<file path="config.mk">
export PLATFORM = sky130hd
export DESIGN_NAME = id_ex_stage_flat
export DESIGN_NICKNAME = d
export VERILOG_FILES = /design/src/rtl/id_ex_stage_if.sv /design/src/rtl/id_ex_stage.sv /design/src/flat_wrapper.sv
export SDC_FILE = /design/constraint.sdc
export NUM_CORES = 1
export LEC_CHECK = 0
export CAP_MARGIN = 0
export CELL_PAD_IN_SITES_DETAIL_PLACEMENT = 1
export CELL_PAD_IN_SITES_GLOBAL_PLACEMENT = 2
export CORE_ASPECT_RATIO = 1.25
export CORE_UTILIZATION = 22
export CTS_CLUSTER_SIZE = 28
export DETAILED_ROUTE_END_ITERATION = 16
export PLACE_DENSITY_LB_ADDON = 0.12
export SKIP_CTS_REPAIR_TIMING = 1
export SLEW_MARGIN = 20
export SYNTH_ARGS = -nofsm -noshare
export SYNTH_HDL_FRONTEND = slang
export SYNTH_SLANG_ARGS = --single-unit
</file>
<file path="constraint.sdc">
create_clock -name clk -period 2.4 [get_ports clk]
set_input_delay 0.48 -clock clk [delete_from_list [all_inputs] [get_ports clk]]
set_output_delay 0.48 -clock clk [all_outputs]
set_load 0.01 [all_outputs]
</file>
<file path="src/rtl/id_ex_stage_if.sv">
// rtl/id_ex_stage_if.sv - ID-side inputs and EX-side outputs of the ID/EX pipeline register
interface id_ex_stage_if #(
    parameter int DATA_W = 32,
    parameter int REG_W  = 5,
    parameter int CNT_W  = 16
);
    // pipeline control from outside the stage
    logic              hold;
    logic              flush;

    // decode-stage bundle from the opcode controller and register file
    logic [3:0]        id_ex;
    logic [1:0]        id_mem;
    logic [1:0]        id_wb;
    logic [REG_W-1:0]  id_rs;
    logic [REG_W-1:0]  id_rt;
    logic [REG_W-1:0]  id_rd;
    logic [DATA_W-1:0] id_rd1;
    logic [DATA_W-1:0] id_rd2;
    logic [DATA_W-1:0] id_imm;
    logic [DATA_W-1:0] id_pc4;

    // stall requests back to the front end
    logic              pc_write;
    logic              if_id_write;

    // execute-stage register contents
    logic              ex_valid;
    logic [3:0]        ex_ctl_ex;
    logic [1:0]        ex_ctl_mem;
    logic [1:0]        ex_ctl_wb;
    logic [REG_W-1:0]  ex_rs;
    logic [REG_W-1:0]  ex_rt;
    logic [REG_W-1:0]  ex_rd;
    logic [DATA_W-1:0] ex_rd1;
    logic [DATA_W-1:0] ex_rd2;
    logic [DATA_W-1:0] ex_imm;
    logic [DATA_W-1:0] ex_pc4;
    logic [CNT_W-1:0]  bubble_cnt;

    // decode side: drives the ID bundle, observes the stage outputs
    modport master (
        output hold, flush,
        output id_ex, id_mem, id_wb, id_rs, id_rt, id_rd,
        output id_rd1, id_rd2, id_imm, id_pc4,
        input  pc_write, if_id_write,
        input  ex_valid, ex_ctl_ex, ex_ctl_mem, ex_ctl_wb,
        input  ex_rs, ex_rt, ex_rd, ex_rd1, ex_rd2, ex_imm, ex_pc4,
        input  bubble_cnt
    );

    // the pipeline register itself
    modport slave (
        input  hold, flush,
        input  id_ex, id_mem, id_wb, id_rs, id_rt, id_rd,
        input  id_rd1, id_rd2, id_imm, id_pc4,
        output pc_write, if_id_write,
        output ex_valid, ex_ctl_ex, ex_ctl_mem, ex_ctl_wb,
        output ex_rs, ex_rt, ex_rd, ex_rd1, ex_rd2, ex_imm, ex_pc4,
        output bubble_cnt
    );
endinterface

</file>
<file path="src/rtl/id_ex_stage.sv">
// rtl/id_ex_stage.sv - ID/EX pipeline register with load-use bubble insertion and flush
module id_ex_stage #(
    parameter int DATA_W = 32,
    parameter int REG_W  = 5,
    parameter int CNT_W  = 16
) (
    input logic          clk,
    input logic          rst,
    id_ex_stage_if.slave bus
);
    localparam logic [CNT_W-1:0] CNT_MAX = '1;

    // Anything that is not a clean 1 (0, X, Z) becomes 0 so EX never sees unknown control.
    function automatic logic clean_bit(input logic b);
        case (b)
            1'b1:    clean_bit = 1'b1;
            default: clean_bit = 1'b0;
        endcase
    endfunction

    logic              valid_q;
    logic [3:0]        ctl_ex_q;
    logic [1:0]        ctl_mem_q;
    logic [1:0]        ctl_wb_q;
    logic [REG_W-1:0]  rs_q;
    logic [REG_W-1:0]  rt_q;
    logic [REG_W-1:0]  rd_q;
    logic [DATA_W-1:0] rd1_q;
    logic [DATA_W-1:0] rd2_q;
    logic [DATA_W-1:0] imm_q;
    logic [DATA_W-1:0] pc4_q;
    logic [CNT_W-1:0]  cnt_q;

    logic [3:0]        ex_clean;
    logic [1:0]        mem_clean;
    logic [1:0]        wb_clean;
    logic              load_use;
    logic              stall;

    // sanitise the controller bundles bit by bit
    always_comb begin
        ex_clean  = '0;
        mem_clean = '0;
        wb_clean  = '0;
        for (int i = 0; i < 4; i++) begin
            ex_clean[i] = clean_bit(bus.id_ex[i]);
        end
        for (int i = 0; i < 2; i++) begin
            mem_clean[i] = clean_bit(bus.id_mem[i]);
            wb_clean[i]  = clean_bit(bus.id_wb[i]);
        end
    end

    // a load in EX whose destination ($0 excluded) is a source of the ID instruction
    always_comb begin
        load_use = ctl_mem_q[1] & valid_q & (rt_q != '0)
                 & ((rt_q == bus.id_rs) | (rt_q == bus.id_rt));
        stall    = load_use & ~bus.flush;
    end

    // a flush overrides the stall; reset releases the front end unconditionally
    assign bus.pc_write    = ~rst | ~stall;
    assign bus.if_id_write = ~rst | ~stall;

    // register update: reset > hold > flush > load-use bubble > normal load
    always_ff @(posedge clk) begin
        if (!rst) begin
            valid_q   <= 1'b0;
            ctl_ex_q  <= '0;
            ctl_mem_q <= '0;
            ctl_wb_q  <= '0;
            rs_q      <= '0;
            rt_q      <= '0;
            rd_q      <= '0;
            rd1_q     <= '0;
            rd2_q     <= '0;
            imm_q     <= '0;
            pc4_q     <= '0;
            cnt_q     <= '0;
        end else if (bus.hold) begin
            valid_q   <= valid_q;
        end else if (bus.flush) begin
            // the discarded instruction's data rides along but is marked invalid
            valid_q   <= 1'b0;
            ctl_ex_q  <= '0;
            ctl_mem_q <= '0;
            ctl_wb_q  <= '0;
            rs_q      <= bus.id_rs;
            rt_q      <= bus.id_rt;
            rd_q      <= bus.id_rd;
            rd1_q     <= bus.id_rd1;
            rd2_q     <= bus.id_rd2;
            imm_q     <= bus.id_imm;
            pc4_q     <= bus.id_pc4;
        end else if (load_use) begin
            // bubble: control cleared, data fields keep the load's values
            valid_q   <= 1'b0;
            ctl_ex_q  <= '0;
            ctl_mem_q <= '0;
            ctl_wb_q  <= '0;
            if (cnt_q != CNT_MAX) begin
                cnt_q <= cnt_q + 1'b1;
            end
        end else begin
            valid_q   <= 1'b1;
            ctl_ex_q  <= ex_clean;
            ctl_mem_q <= mem_clean;
            ctl_wb_q  <= wb_clean;
            rs_q      <= bus.id_rs;
            rt_q      <= bus.id_rt;
            rd_q      <= bus.id_rd;
            rd1_q     <= bus.id_rd1;
            rd2_q     <= bus.id_rd2;
            imm_q     <= bus.id_imm;
            pc4_q     <= bus.id_pc4;
        end
    end

    assign bus.ex_valid   = valid_q;
    assign bus.ex_ctl_ex  = ctl_ex_q;
    assign bus.ex_ctl_mem = ctl_mem_q;
    assign bus.ex_ctl_wb  = ctl_wb_q;
    assign bus.ex_rs      = rs_q;
    assign bus.ex_rt      = rt_q;
    assign bus.ex_rd      = rd_q;
    assign bus.ex_rd1     = rd1_q;
    assign bus.ex_rd2     = rd2_q;
    assign bus.ex_imm     = imm_q;
    assign bus.ex_pc4     = pc4_q;
    assign bus.bubble_cnt = cnt_q;
endmodule

</file>
<file path="src/flat_wrapper.sv">
// flat-port wrapper written by rule: the top's interface ports become plain ports
module id_ex_stage_flat 
#(
    parameter int DATA_W = 32,
    parameter int REG_W  = 5,
    parameter int CNT_W  = 16
)
  (clk, rst, bus_hold, bus_flush, bus_id_ex, bus_id_mem, bus_id_wb, bus_id_rs, bus_id_rt, bus_id_rd, bus_id_rd1, bus_id_rd2, bus_id_imm, bus_id_pc4, bus_pc_write, bus_if_id_write, bus_ex_valid, bus_ex_ctl_ex, bus_ex_ctl_mem, bus_ex_ctl_wb, bus_ex_rs, bus_ex_rt, bus_ex_rd, bus_ex_rd1, bus_ex_rd2, bus_ex_imm, bus_ex_pc4, bus_bubble_cnt);
  id_ex_stage_if #(.DATA_W(DATA_W), .REG_W(REG_W), .CNT_W(CNT_W)) bus_i ();
  input logic clk;
  input logic rst;
  input wire logic [$bits(bus_i.hold)-1:0] bus_hold;
  input wire logic [$bits(bus_i.flush)-1:0] bus_flush;
  input wire logic [$bits(bus_i.id_ex)-1:0] bus_id_ex;
  input wire logic [$bits(bus_i.id_mem)-1:0] bus_id_mem;
  input wire logic [$bits(bus_i.id_wb)-1:0] bus_id_wb;
  input wire logic [$bits(bus_i.id_rs)-1:0] bus_id_rs;
  input wire logic [$bits(bus_i.id_rt)-1:0] bus_id_rt;
  input wire logic [$bits(bus_i.id_rd)-1:0] bus_id_rd;
  input wire logic [$bits(bus_i.id_rd1)-1:0] bus_id_rd1;
  input wire logic [$bits(bus_i.id_rd2)-1:0] bus_id_rd2;
  input wire logic [$bits(bus_i.id_imm)-1:0] bus_id_imm;
  input wire logic [$bits(bus_i.id_pc4)-1:0] bus_id_pc4;
  output wire logic [$bits(bus_i.pc_write)-1:0] bus_pc_write;
  output wire logic [$bits(bus_i.if_id_write)-1:0] bus_if_id_write;
  output wire logic [$bits(bus_i.ex_valid)-1:0] bus_ex_valid;
  output wire logic [$bits(bus_i.ex_ctl_ex)-1:0] bus_ex_ctl_ex;
  output wire logic [$bits(bus_i.ex_ctl_mem)-1:0] bus_ex_ctl_mem;
  output wire logic [$bits(bus_i.ex_ctl_wb)-1:0] bus_ex_ctl_wb;
  output wire logic [$bits(bus_i.ex_rs)-1:0] bus_ex_rs;
  output wire logic [$bits(bus_i.ex_rt)-1:0] bus_ex_rt;
  output wire logic [$bits(bus_i.ex_rd)-1:0] bus_ex_rd;
  output wire logic [$bits(bus_i.ex_rd1)-1:0] bus_ex_rd1;
  output wire logic [$bits(bus_i.ex_rd2)-1:0] bus_ex_rd2;
  output wire logic [$bits(bus_i.ex_imm)-1:0] bus_ex_imm;
  output wire logic [$bits(bus_i.ex_pc4)-1:0] bus_ex_pc4;
  output wire logic [$bits(bus_i.bubble_cnt)-1:0] bus_bubble_cnt;
  assign bus_i.hold = bus_hold;
  assign bus_i.flush = bus_flush;
  assign bus_i.id_ex = bus_id_ex;
  assign bus_i.id_mem = bus_id_mem;
  assign bus_i.id_wb = bus_id_wb;
  assign bus_i.id_rs = bus_id_rs;
  assign bus_i.id_rt = bus_id_rt;
  assign bus_i.id_rd = bus_id_rd;
  assign bus_i.id_rd1 = bus_id_rd1;
  assign bus_i.id_rd2 = bus_id_rd2;
  assign bus_i.id_imm = bus_id_imm;
  assign bus_i.id_pc4 = bus_id_pc4;
  assign bus_pc_write = bus_i.pc_write;
  assign bus_if_id_write = bus_i.if_id_write;
  assign bus_ex_valid = bus_i.ex_valid;
  assign bus_ex_ctl_ex = bus_i.ex_ctl_ex;
  assign bus_ex_ctl_mem = bus_i.ex_ctl_mem;
  assign bus_ex_ctl_wb = bus_i.ex_ctl_wb;
  assign bus_ex_rs = bus_i.ex_rs;
  assign bus_ex_rt = bus_i.ex_rt;
  assign bus_ex_rd = bus_i.ex_rd;
  assign bus_ex_rd1 = bus_i.ex_rd1;
  assign bus_ex_rd2 = bus_i.ex_rd2;
  assign bus_ex_imm = bus_i.ex_imm;
  assign bus_ex_pc4 = bus_i.ex_pc4;
  assign bus_bubble_cnt = bus_i.bubble_cnt;
  id_ex_stage #(.DATA_W(DATA_W), .REG_W(REG_W), .CNT_W(CNT_W)) u_core (.clk(clk), .rst(rst), .bus(bus_i));
endmodule
</file>
# After elaboration in Yosys (flattened, before gate mapping)
# Cells that the tools add are included.
classes:
  addsub: 1
  magnitude_cmp: 0
  shift: 0
  div: 0
  bitwise_logic: 10
  n_reduce_logical: 3
  n_mul: 0
  eq_ne: 4
  mux: 30
ops:
  columns: ["operator", "count"]
  rows:
  - ["$mux W32", 8]
  - ["$mux W5", 6]
  - ["$add A16 B1 Y16 const B", 1]
  - ["$ne A16 B16 Y1 const B", 1]
  - ["$eq A5 B5 Y1", 2]
  - ["$mux W1", 10]
  - ["$mux W2", 4]
  - ["$mux W4", 2]
  - ["$reduce_bool A5 Y1", 1]
  - ["$and A1 B1 Y1", 4]
  - ["$not A1 Y1", 4]
  - ["$reduce_and A4 Y1", 1]
  - ["$ne A2 B2 Y1 const B", 1]
  - ["$or A1 B1 Y1", 2]
  - ["$reduce_and A2 Y1", 1]
word_totals:
  romBits: 0
  regBits: 168
  mem_count: 0
  inputBits: 155
  mem_bits_rw: 0
  out_inout_bits: 170
  latch_bits: 0

# Depth between registers and ports, before layout
# Gate-level depths: netlist of the first run.
depth:
  ltp_word: 6
  mapped_depth: 9

# Worst setup path after synthesis of the first run
# OpenSTA, ideal clock, no wires.
synth_timing:
  path_kind: "input-to-reg"
  startpoint: "in bus_id_rs[3]"
  endpoint: "reg u_core.cnt_q[13] (netlist: u_core.bus.bubble_cnt[13])"
  path_stages: 7
  required_time_ps: 2265
  path_buffers: 1
  arrival_ps: 1905
  setup_ps: 135
  slack_ps: 360
  path_cell_list: "xnor2_1 -> nand3_1 -> o22ai_2 -> nand3_1 -> buf_2 -> o311ai_0 -> o41ai_1"
synth_between:
  elab_chain_cells: 4
synth_lines:
  columns: ["item", "line_no", "rtl"]
  rows:
  - ["start: declaration", "flat_wrapper.sv:17", "input wire logic [$bits(bus_i.id_rs)-1:0] bus_id_rs;"]
  - ["$eq A5 B5 Y1", "id_ex_stage.sv:57", "& ((rt_q == bus.id_rs) | (rt_q == bus.id_rt));"]
  - ["$or A1 B1 Y1", "id_ex_stage.sv:57", null]
  - ["$and A1 B1 Y1", "id_ex_stage.sv:57", null]
  - ["$reduce_and A4 Y1 (no source line)", null, null]
  - ["end signal: assignment", "id_ex_stage.sv:102", "cnt_q <= cnt_q + 1'b1;"]
  - ["end: declaration", "id_ex_stage.sv:32", "logic [CNT_W-1:0] cnt_q;"]
# Every way passes these cells.
# A chain may end at the register's enable or synchronous reset.

# Worst setup path in the final report of the first run
layout_timing:
  startpoint: "reg u_core.rt_q[0] (netlist: u_core.bus.ex_rt[0])"
  endpoint: "out bus_pc_write"
layout_between:
  elab_chain_cells: 6
  word_cells_on_any_way: 9
layout_lines:
  columns: ["item", "line_no", "rtl"]
  rows:
  - ["start: declaration", "id_ex_stage.sv:26", "logic [REG_W-1:0] rt_q;"]
  - ["start signal: assignment", "id_ex_stage.sv:89", "rt_q <= bus.id_rt;"]
  - ["start signal: assignment", "id_ex_stage.sv:110", "rt_q <= bus.id_rt;"]
  - ["$eq A5 B5 Y1 / $reduce_bool A5 Y1 (equally long branches)", "id_ex_stage.sv:57, id_ex_stage.sv:56", null]
  - ["$or A1 B1 Y1 / $and A1 B1 Y1 (equally long branches)", "id_ex_stage.sv:57, id_ex_stage.sv:56", null]
  - ["$and A1 B1 Y1 (*)", "id_ex_stage.sv:57", null]
  - ["$and A1 B1 Y1 (*)", "id_ex_stage.sv:58", "stall = load_use & ~bus.flush;"]
  - ["$not A1 Y1 (*)", "id_ex_stage.sv:62", "assign bus.pc_write = ~rst | ~stall;"]
  - ["$or A1 B1 Y1 (*)", "id_ex_stage.sv:62", null]
  - ["end: declaration", "flat_wrapper.sv:24", "output wire logic [$bits(bus_i.pc_write)-1:0] bus_pc_write;"]
# Every way passes the cells marked *; elsewhere a longest branch is shown, timed or not.

==> results by stage, run 1 <==
Power and ir drop:
- The power density over the cells is 630 nW/µm².
- The share of total power in sequential cells is 43.8%.
- Of the total power, combinational logic draws 15.4%.
- In this run, the clock network consumes 40.9% of the power.
- The cell leakage power is 0.00384 µW.
- The switching part of the total power is 24.8%.
- The internal power component is 5170 µW.
- The peak supply drop is 0.000347 V.
- Summed over all nets, the switching power comes to 1710 µW.

STA:
- The number of endpoints with negative hold slack in the final report is 0.
- On the final layout, the worst clock skew is 0.00957 ns.
- Measured against its own limit, the worst slew margin works out to 43.7%.
- The aggregate negative setup slack is 0 ns.
- The count of final max-slew check failures was 0.
- The fmax is 432 MHz.
- The clock period minus final worst setup slack is 2.32 ns.
- The setup-violating endpoint count in the final report is 0.
- At the pin with the least slew margin, the transition time is 0.845 ns.
- The final clock period utilization by the worst path is 96.5%.
- Setup repair after global routing left no endpoint under its margin.

Floorplan:
- The initial core utilization is 22.6%.
- In this run the core area contains 69 standard-cell rows.
- The vertical extent of the die is 194 µm.
- The core footprint is 28700 µm².
- The number of top-level pins is 325.
- The die footprint is 30200 µm².
- The horizontal die dimension is 156 µm.

Setup path:
- Along the worst path, the maximum fanout reaches 3.
- The worst setup path is captured at a primary output.
- STA classifies the critical path startpoint as a flop.
- STA puts the critical path data arrival time at 1.84 ns.
- The worst setup path category is flop to primary output.
- The setup slack on the worst flop-to-flop path is 0.26 ns.
- The required time at the endpoint of the critical path is 1.92 ns.

Cells and area:
- Fill cells in the final layout number 3332.
- The layout cell share with drive strength beyond 1 is 7.89%.
- Once layout is complete, the cells apart from fillers number 1494.
- The area growth from synthesis to layout is 68.4%.
- The total number of nets in the final design is 1246.

Logic synthesis:
- The number of nets handed over by synthesis was 925.
- The commonest cells after synthesis are 168 x dfxtp_1, 154 x nand3_1, 152 x nand2_1.
- By area the synthesized netlist is led by dfxtp_1 52%, nand3_1 12%, nand2_1 8.8%, o21ai_0 7.0%, o21ai_1 4.0%.
- The synthesized flop and latch total is 168.
- The share of the yosys chip area belonging to registers is 51.9%.
- The most common cell in the synthesized netlist is dfxtp_1.
- The cell count after synthesis came out at 769.
- Summed over all instances, the cell type with the most area after synthesis is dfxtp_1.
- The Yosys step of the flow raised 0 warnings.
- The number of unique standard cell types used by synthesis is 39.
- The synthesized design contains 0 enable-type register cells.
- The share of synthesized registers carrying an async set or reset is 0%.
- In this run the biggest area consumer among cell types represents 51.9% of the synthesized area.
- The netlist area before placement is 6480 µm².
- After synthesis, the mean cell area works out to 8.43 µm².
- For this run, the leading register cell type out of synthesis is dfxtp_1.

Job:
- The tool flagged a number of max-cap violations equal to 0.

CTS:
- The buffer type at the clock tree root is clkbuf_16.
- The CTS H-tree depth is 4.
- The maximum number of buffers from clock root to sink is 2.
- The CTS tree is yes.
- Clock latency on the worst-skew pair, taken at its later pin, is 0.43 ns.
- The clock sink total is 168.
- The total CTS buffers is 17.
- The clock-pin transition on the worst setup and hold timing paths is 0.07 ns.

Route:
- The remaining number of nets flagged by the antenna check after routing is 0.
- The detailed router placed 6548 vias in this run.
- Using the TritonRoute via totals, the vias-per-cell ratio works out to 4.38.
- The number of design rule violations left after detail routing is 0.
- The number of DRC markers in iteration 0 is 192.
- After detailed routing, the average wire length per cell comes to 15.9 µm.
- For this run, the detailed router's first-pass iteration total came to 4.
- For this block, the routed nets add up to 23.7 mm of wire.

Run status:
- The run finished with clean final reports.

GRT:
- For this run, global-route usage on met2 was measured as 28.0%.
- The maximum number of pins on one net before global-route repair is 134.
- The initial antenna violation count was 1.
- The total routing usage reported by global routing is 15.7%.
- The number of global-route vias before repair is 6567.
- In the global route stage, met1 resource usage came out at 16.5%.
- In the global route stage, met3 resource usage came out at 6.62%.
- Global routing finished with a remaining overflow of 0.
- The first global-routing pass estimated 36.4 mm of wire.
- The busiest metal layer after global routing is met2.

Hold path:
- In this run the worst hold path is classified as input pin to flop.

Placed design:
- The detailed-placement wirelength estimate is 17.3 mm.
- Buffers placed on the I/O ports in this run total 324.
- Once placement completed, the tool counted placed cells totaling 1460.
- Routability-driven placement finished with a final weighted congestion of 0.720.
-- worst max-delay path: stages, from the launching register on --
cell      delay, ns
dfxtp_1        0.32
or4_4          0.55
o211ai_4       0.25
nor2_4         0.07
nand3_2        0.09
buf_2          0.13
-- final timing paths --
path	cells past startpoint	to	startpoint
setup reg to reg	9	u_core.bus.bubble_cnt[11]	u_core.bus.ex_rt[3]
setup / recovery	5	bus_pc_write	u_core.bus.ex_rt[0]
hold reg to reg	2	u_core.bus.ex_pc4[30]	u_core.bus.ex_pc4[30]
hold / removal	3	u_core.bus.ex_rs[0]	rst
-- sequential cells by signal, summed over array words and instances, names as in the netlist, 2 cells and up --
register               flops
u_core.bus.ex_imm         32
u_core.bus.ex_rd1         32
u_core.bus.ex_rd2         32
u_core.bus.ex_rt           5
u_core.bus.ex_pc4         32
u_core.bus.bubble_cnt     16
u_core.bus.ex_rd           5
u_core.bus.ex_ctl_wb       2
u_core.bus.ex_rs           5
u_core.bus.ex_ctl_mem      2
u_core.bus.ex_ctl_ex       4
-- stage by stage --
stage               setup WS, ns  instance area [µm²]  utilization, %  total power, µW  hold slack [ns]
finish                    0.0848                10900            38.1             6880            0.368
detailed placement        -0.295                10300            36.0             4140            0.443
CTS                       -0.429                10900            38.0             7030            0.347
global route           0.0000315                10900            38.1             7220            0.356
global placement          -0.224                10300            36.0             4140            0.436
floorplan                  0.360                 6480               -             3450            0.473
-- final cells by class --
type	count	area (µm²)	area share, %
repair buffers	370	3730	34.2
flip-flops and latches	168	3360	30.8
multi-input cells	531	2730	25.0
well taps	390	488	4.47
clock buffers	22	474	4.34
clock inverters	10	119	1.09
inverters	2	7.51	0.0687
diodes	1	2.50	0.0229
-- power groups by stage --
stage / Sequential [µW] / Combinational, µW / Clock (µW)
floorplan: 3140 / 311 / 0
global placement: 3070 / 1070 / 0
detailed placement: 3070 / 1070 / 0
CTS: 3010 / 1080 / 2940
global route: 3030 / 1150 / 3040
finish: 3010 / 1060 / 2810
-- cells by family after synthesis --
logic type                 after synthesis  synth area share [%]
and+or+nand+nor                        341                  24.3
AOI/OAI and AO/OA                      171                  14.8
DFF                                    168                  51.9
buffers and inverters                   70                  6.31
xor gates and xnor gates                15                  2.03
muxes                                    3                 0.463
adders and majority gates                1                 0.193
-- placed cells by master (no fill, tap or decap), drive strengths merged --
master and instances:
clkinv 4, nand2 152, nor2b 2, bufinv 2, o31ai 5, o21a 2
mux2i 3, nand4 7, nand2b 4, nand3 154, diode 1, o211ai 2
nor4 4, buf 49, o31a 2, nor2 6, clkinvlp 3, xnor2 15
o22ai 1, a21o 1, a22o 8, a21boi 4, ha 1, a21oi 1
and2 6, nor4b 1, or4 5, o311ai 1, o21ai 143, inv 3
clkbuf 22, dfxtp 168, clkdlybuf4s50 321, o41ai 1
-- metal layers --
| metal | wire (µm) | part of all wire, % | vias to the layer above |
|---|---|---|---|
| li1 | - | - | 3289 |
| met1 | 9370 | 39 | 3064 |
| met2 | 12200 | 51 | 182 |
| met3 | 1940 | 8.2 | 13 |
| met4 | 220 | 0.93 | 0 |
| met5 | 0 | 0 | - |
No activity file was read; power rests on OpenSTA's default activity.
==> run 2: changes to the inputs <==
Settings changed: PLACE_DENSITY_LB_ADDON 0.12 to 0.25.
==> run 2 against run 1 <==
  * Core utilization decreased by 0.18 points
  * Sequential power about the same
  * Sequential cell count unchanged
  * Critical path type unchanged
  * Setup slack improved by 0.025 ns
  * Largest cell class unchanged
  * Wire length decreased by 2.7%
  * Highest routed layer unchanged
  * Register-to-register slack barely moved
==> results by stage, run 2 (synthesized netlist as in run 1, its figures left out) <==
Cells and area:
- The layout cell share with drive strength beyond 1 was 7.72% (-0.17 points).
- The summed area of non-filler cells in the final layout is 10900 µm² (-0.47%).
- The area growth from synthesis to layout is 67.7%.
- Leaving out fill and tap cells, the most frequent cells in the layout are 321 x clkdlybuf4s50_1, 168 x dfxtp_1, 153 x nand3_1, 152 x nand2_1, 91 x o21ai_0.
- The leading cell type in the layout, fill and taps excluded is clkdlybuf4s50_1.
- The total number of nets in the final design was 1244 (-0.16%).
- The filler-free cell count of the finished design came to 1491 (-0.20%).
- The number of fillers in the final layout came to 3345 (+0.39%).
- The final core area utilization is 37.9% (-0.18 points).
- The count of inserted antenna diode cells is 0 (-1).

Floorplan:
- The horizontal die dimension is 156 µm (unchanged).
- The row count came to 69 (unchanged).
- The die footprint is 30200 µm² (unchanged).
- The number of top-level pins is 325 (unchanged).
- The initial core utilization is 22.6% (unchanged).
- The vertical extent of the die is 194 µm (unchanged).
- The core footprint is 28700 µm² (unchanged).

STA:
- The remaining max-slew budget at the tightest pin came to 51.7% (+8.1 points).
- The maximum clock skew at final layout came to 0.0119 ns (+0.00236 ns).
- The worst-case setup margin in the final layout is 0.110 ns (+0.0247 ns).
- The final clock period utilization by the worst path was 95.4% (-1.0 points).
- The fmax is 437 MHz (+1.1%).
- The count of final max-slew check failures is 0 (unchanged).
- The setup-violating endpoint count in the final report came to 0 (unchanged).
- The slew at the pin closest to its max-slew limit was 0.724 ns (-0.121 ns).
- Setup repair after global routing left no endpoint under its margin.
- The aggregate negative setup slack came to 0 ns (unchanged).
- The number of endpoints with negative hold slack in the final report is 0 (unchanged).
- The clock period minus final worst setup slack was 2.29 ns (-0.0247 ns).

CTS:
- The clock network latency to the later pin of the worst-skew pair came to 0.43 ns (about the same).
- The total CTS buffers is 17 (unchanged).
- TritonCTS built the clock tree.
- The maximum number of buffers from clock root to sink was 2 (unchanged).
- The buffer type at the clock tree root is clkbuf_16.
- The clock-pin transition on the worst setup and hold timing paths is 0.06 ns (about the same).
- The clock sink total is 168 (unchanged).
- The CTS H-tree depth came to 4 (unchanged).

Placed design:
- The setup slack after placement is -0.247 ns (+0.0481 ns).
- The routability-driven placement congestion ratio is 0.732 (+1.8%).
- The number of placed cells counting well taps is 1459 (-0.068%).
- The detailed-placement wirelength estimate came to 16.7 mm (-3.4%).
- The number of buffer cells added on primary ports was 324 (unchanged).
- The post-detailed-placement cell area is 10300 µm² (-0.45%).

Setup path:
- The critical path is of the flop to primary output type.
- STA classifies the critical path endpoint as a primary output.
- STA classifies the critical path startpoint as a flop.
- The largest fanout on the critical path is 3 (unchanged).
- In this run the worst setup path begins at u_core.bus.ex_rt[0].
- The setup slack on the worst flop-to-flop path is 0.27 ns (about the same).
- The required time at the endpoint of the critical path is 1.92 ns (about the same).
- The data arrival time at the worst-slack endpoint is 1.81 ns (-0.03 ns).
- The endpoint of the worst setup timing path is bus_pc_write.
- The number of cells on the worst reg-to-reg path is 8 (-1).
- The capture point of the worst reg-to-reg path is u_core.bus.ex_pc4[15].
- The worst flop-to-flop path startpoint is u_core.bus.ex_rt[0].

Power and ir drop:
- The peak supply drop is 0.000330 V (-4.8%).
- The cell leakage power is 0.00383 µW (-0.44%).
- The power density over the cells is 634 nW/µm² (+0.67%).

GRT:
- The number of global-route vias before repair was 6669 (+1.6%).
- The first-pass GRT wire length is 36.1 mm (-1.0%).
- The maximum number of pins on one net before global-route repair is 163 (+22%).
- The initial antenna violation count is 0 (-1).
- The total congestion overflow after global routing is 0 (unchanged).
- The total routing usage reported by global routing is 15.4% (-0.25 points).

Route:
- The met3 routed wirelength is 1.38 mm (-29%).
- The number of design rule violations left after detail routing came to 0 (unchanged).
- The remaining number of nets flagged by the antenna check after routing is 0 (unchanged).
- The routed wire length is 23.1 mm (-2.7%).
- The wire length per cell after detailed routing is 15.5 µm (-2.5%).
- The highest layer used for signal routing is met4.
- The post-detailed-route via-to-cell ratio was 4.39 (+0.20%).
- The number of DRC markers in iteration 0 is 276 (+44%).
- The detailed-routing wirelength on met1 was 9.27 mm (-1.0%).
- The met2 routed wirelength came to 11.9 mm (-2.2%).
- The number of detailed-routing iterations run before antenna repair is 6 (+2).
- The number of vias in the routed layout is 6548 (unchanged).

Job:
- The number of max-cap violations was 0 (unchanged).

Run status:
- The flow ran to the end, and the final reports show no timing, DRC or antenna violations.

Hold path:
- The min-delay analysis places its worst path in the category flop to flop.
-- run 2: worst min-delay path by stage --
stage	cells past startpoint	from	end	slack, ns
after floorplan	2	u_core.bus.ex_pc4[10]	u_core.bus.ex_pc4[10]	0.47
after global placement	2	u_core.bus.ex_rd2[1]	u_core.bus.ex_rd2[1]	0.44
after detailed placement	2	u_core.bus.ex_pc4[22]	u_core.bus.ex_pc4[22]	0.44
after CTS	2	u_core.bus.ex_pc4[22]	u_core.bus.ex_pc4[22]	0.45
after global routing	2	u_core.bus.ex_pc4[22]	u_core.bus.ex_pc4[22]	0.46
final	2	u_core.bus.ex_pc4[22]	u_core.bus.ex_pc4[22]	0.45
-- run 2: power breakdown --
part / internal, µW / switching [µW]
clock network: 1650 / 1180
registers: 2940 / 76.2
logic: 605 / 440
total: 5190 / 1700
-- run 2: layout make-up --
class | count | area (µm²) | area share [%]
multi-input cells | 531 | 2730 | 25.1
flip-flops and latches | 168 | 3360 | 30.9
inverters | 2 | 7.51 | 0.0691
well taps | 390 | 488 | 4.49
repair buffers | 368 | 3680 | 33.9
clock inverters | 9 | 115 | 1.06
clock buffers | 23 | 488 | 4.49
-- run 2: critical path, stage by stage (launching register included) --
cell and delay (ns):
dfxtp_1 0.31, or4_4 0.55, o211ai_4 0.22, nor2_2 0.09, nand3_2 0.09, clkbuf_2 0.13
-- run 2: routing by layer --
metal  vias to the layer above  global-route usage, %
li1                       3296                      -
met2                       168                   27.5
met5                         -                      0
met1                      3058                   16.8
met4                         0                   5.85
met3                        26                   5.03
-- run 2: per-stage QoR --
| step | total power, µW | hold slack (ns) |
|---|---|---|
| floorplan | 3450 | 0.473 |
| global placement | 4120 | 0.435 |
| detailed placement | 4130 | 0.443 |
| CTS | 7040 | 0.452 |
| global route | 7260 | 0.463 |
| finish | 6890 | 0.447 |
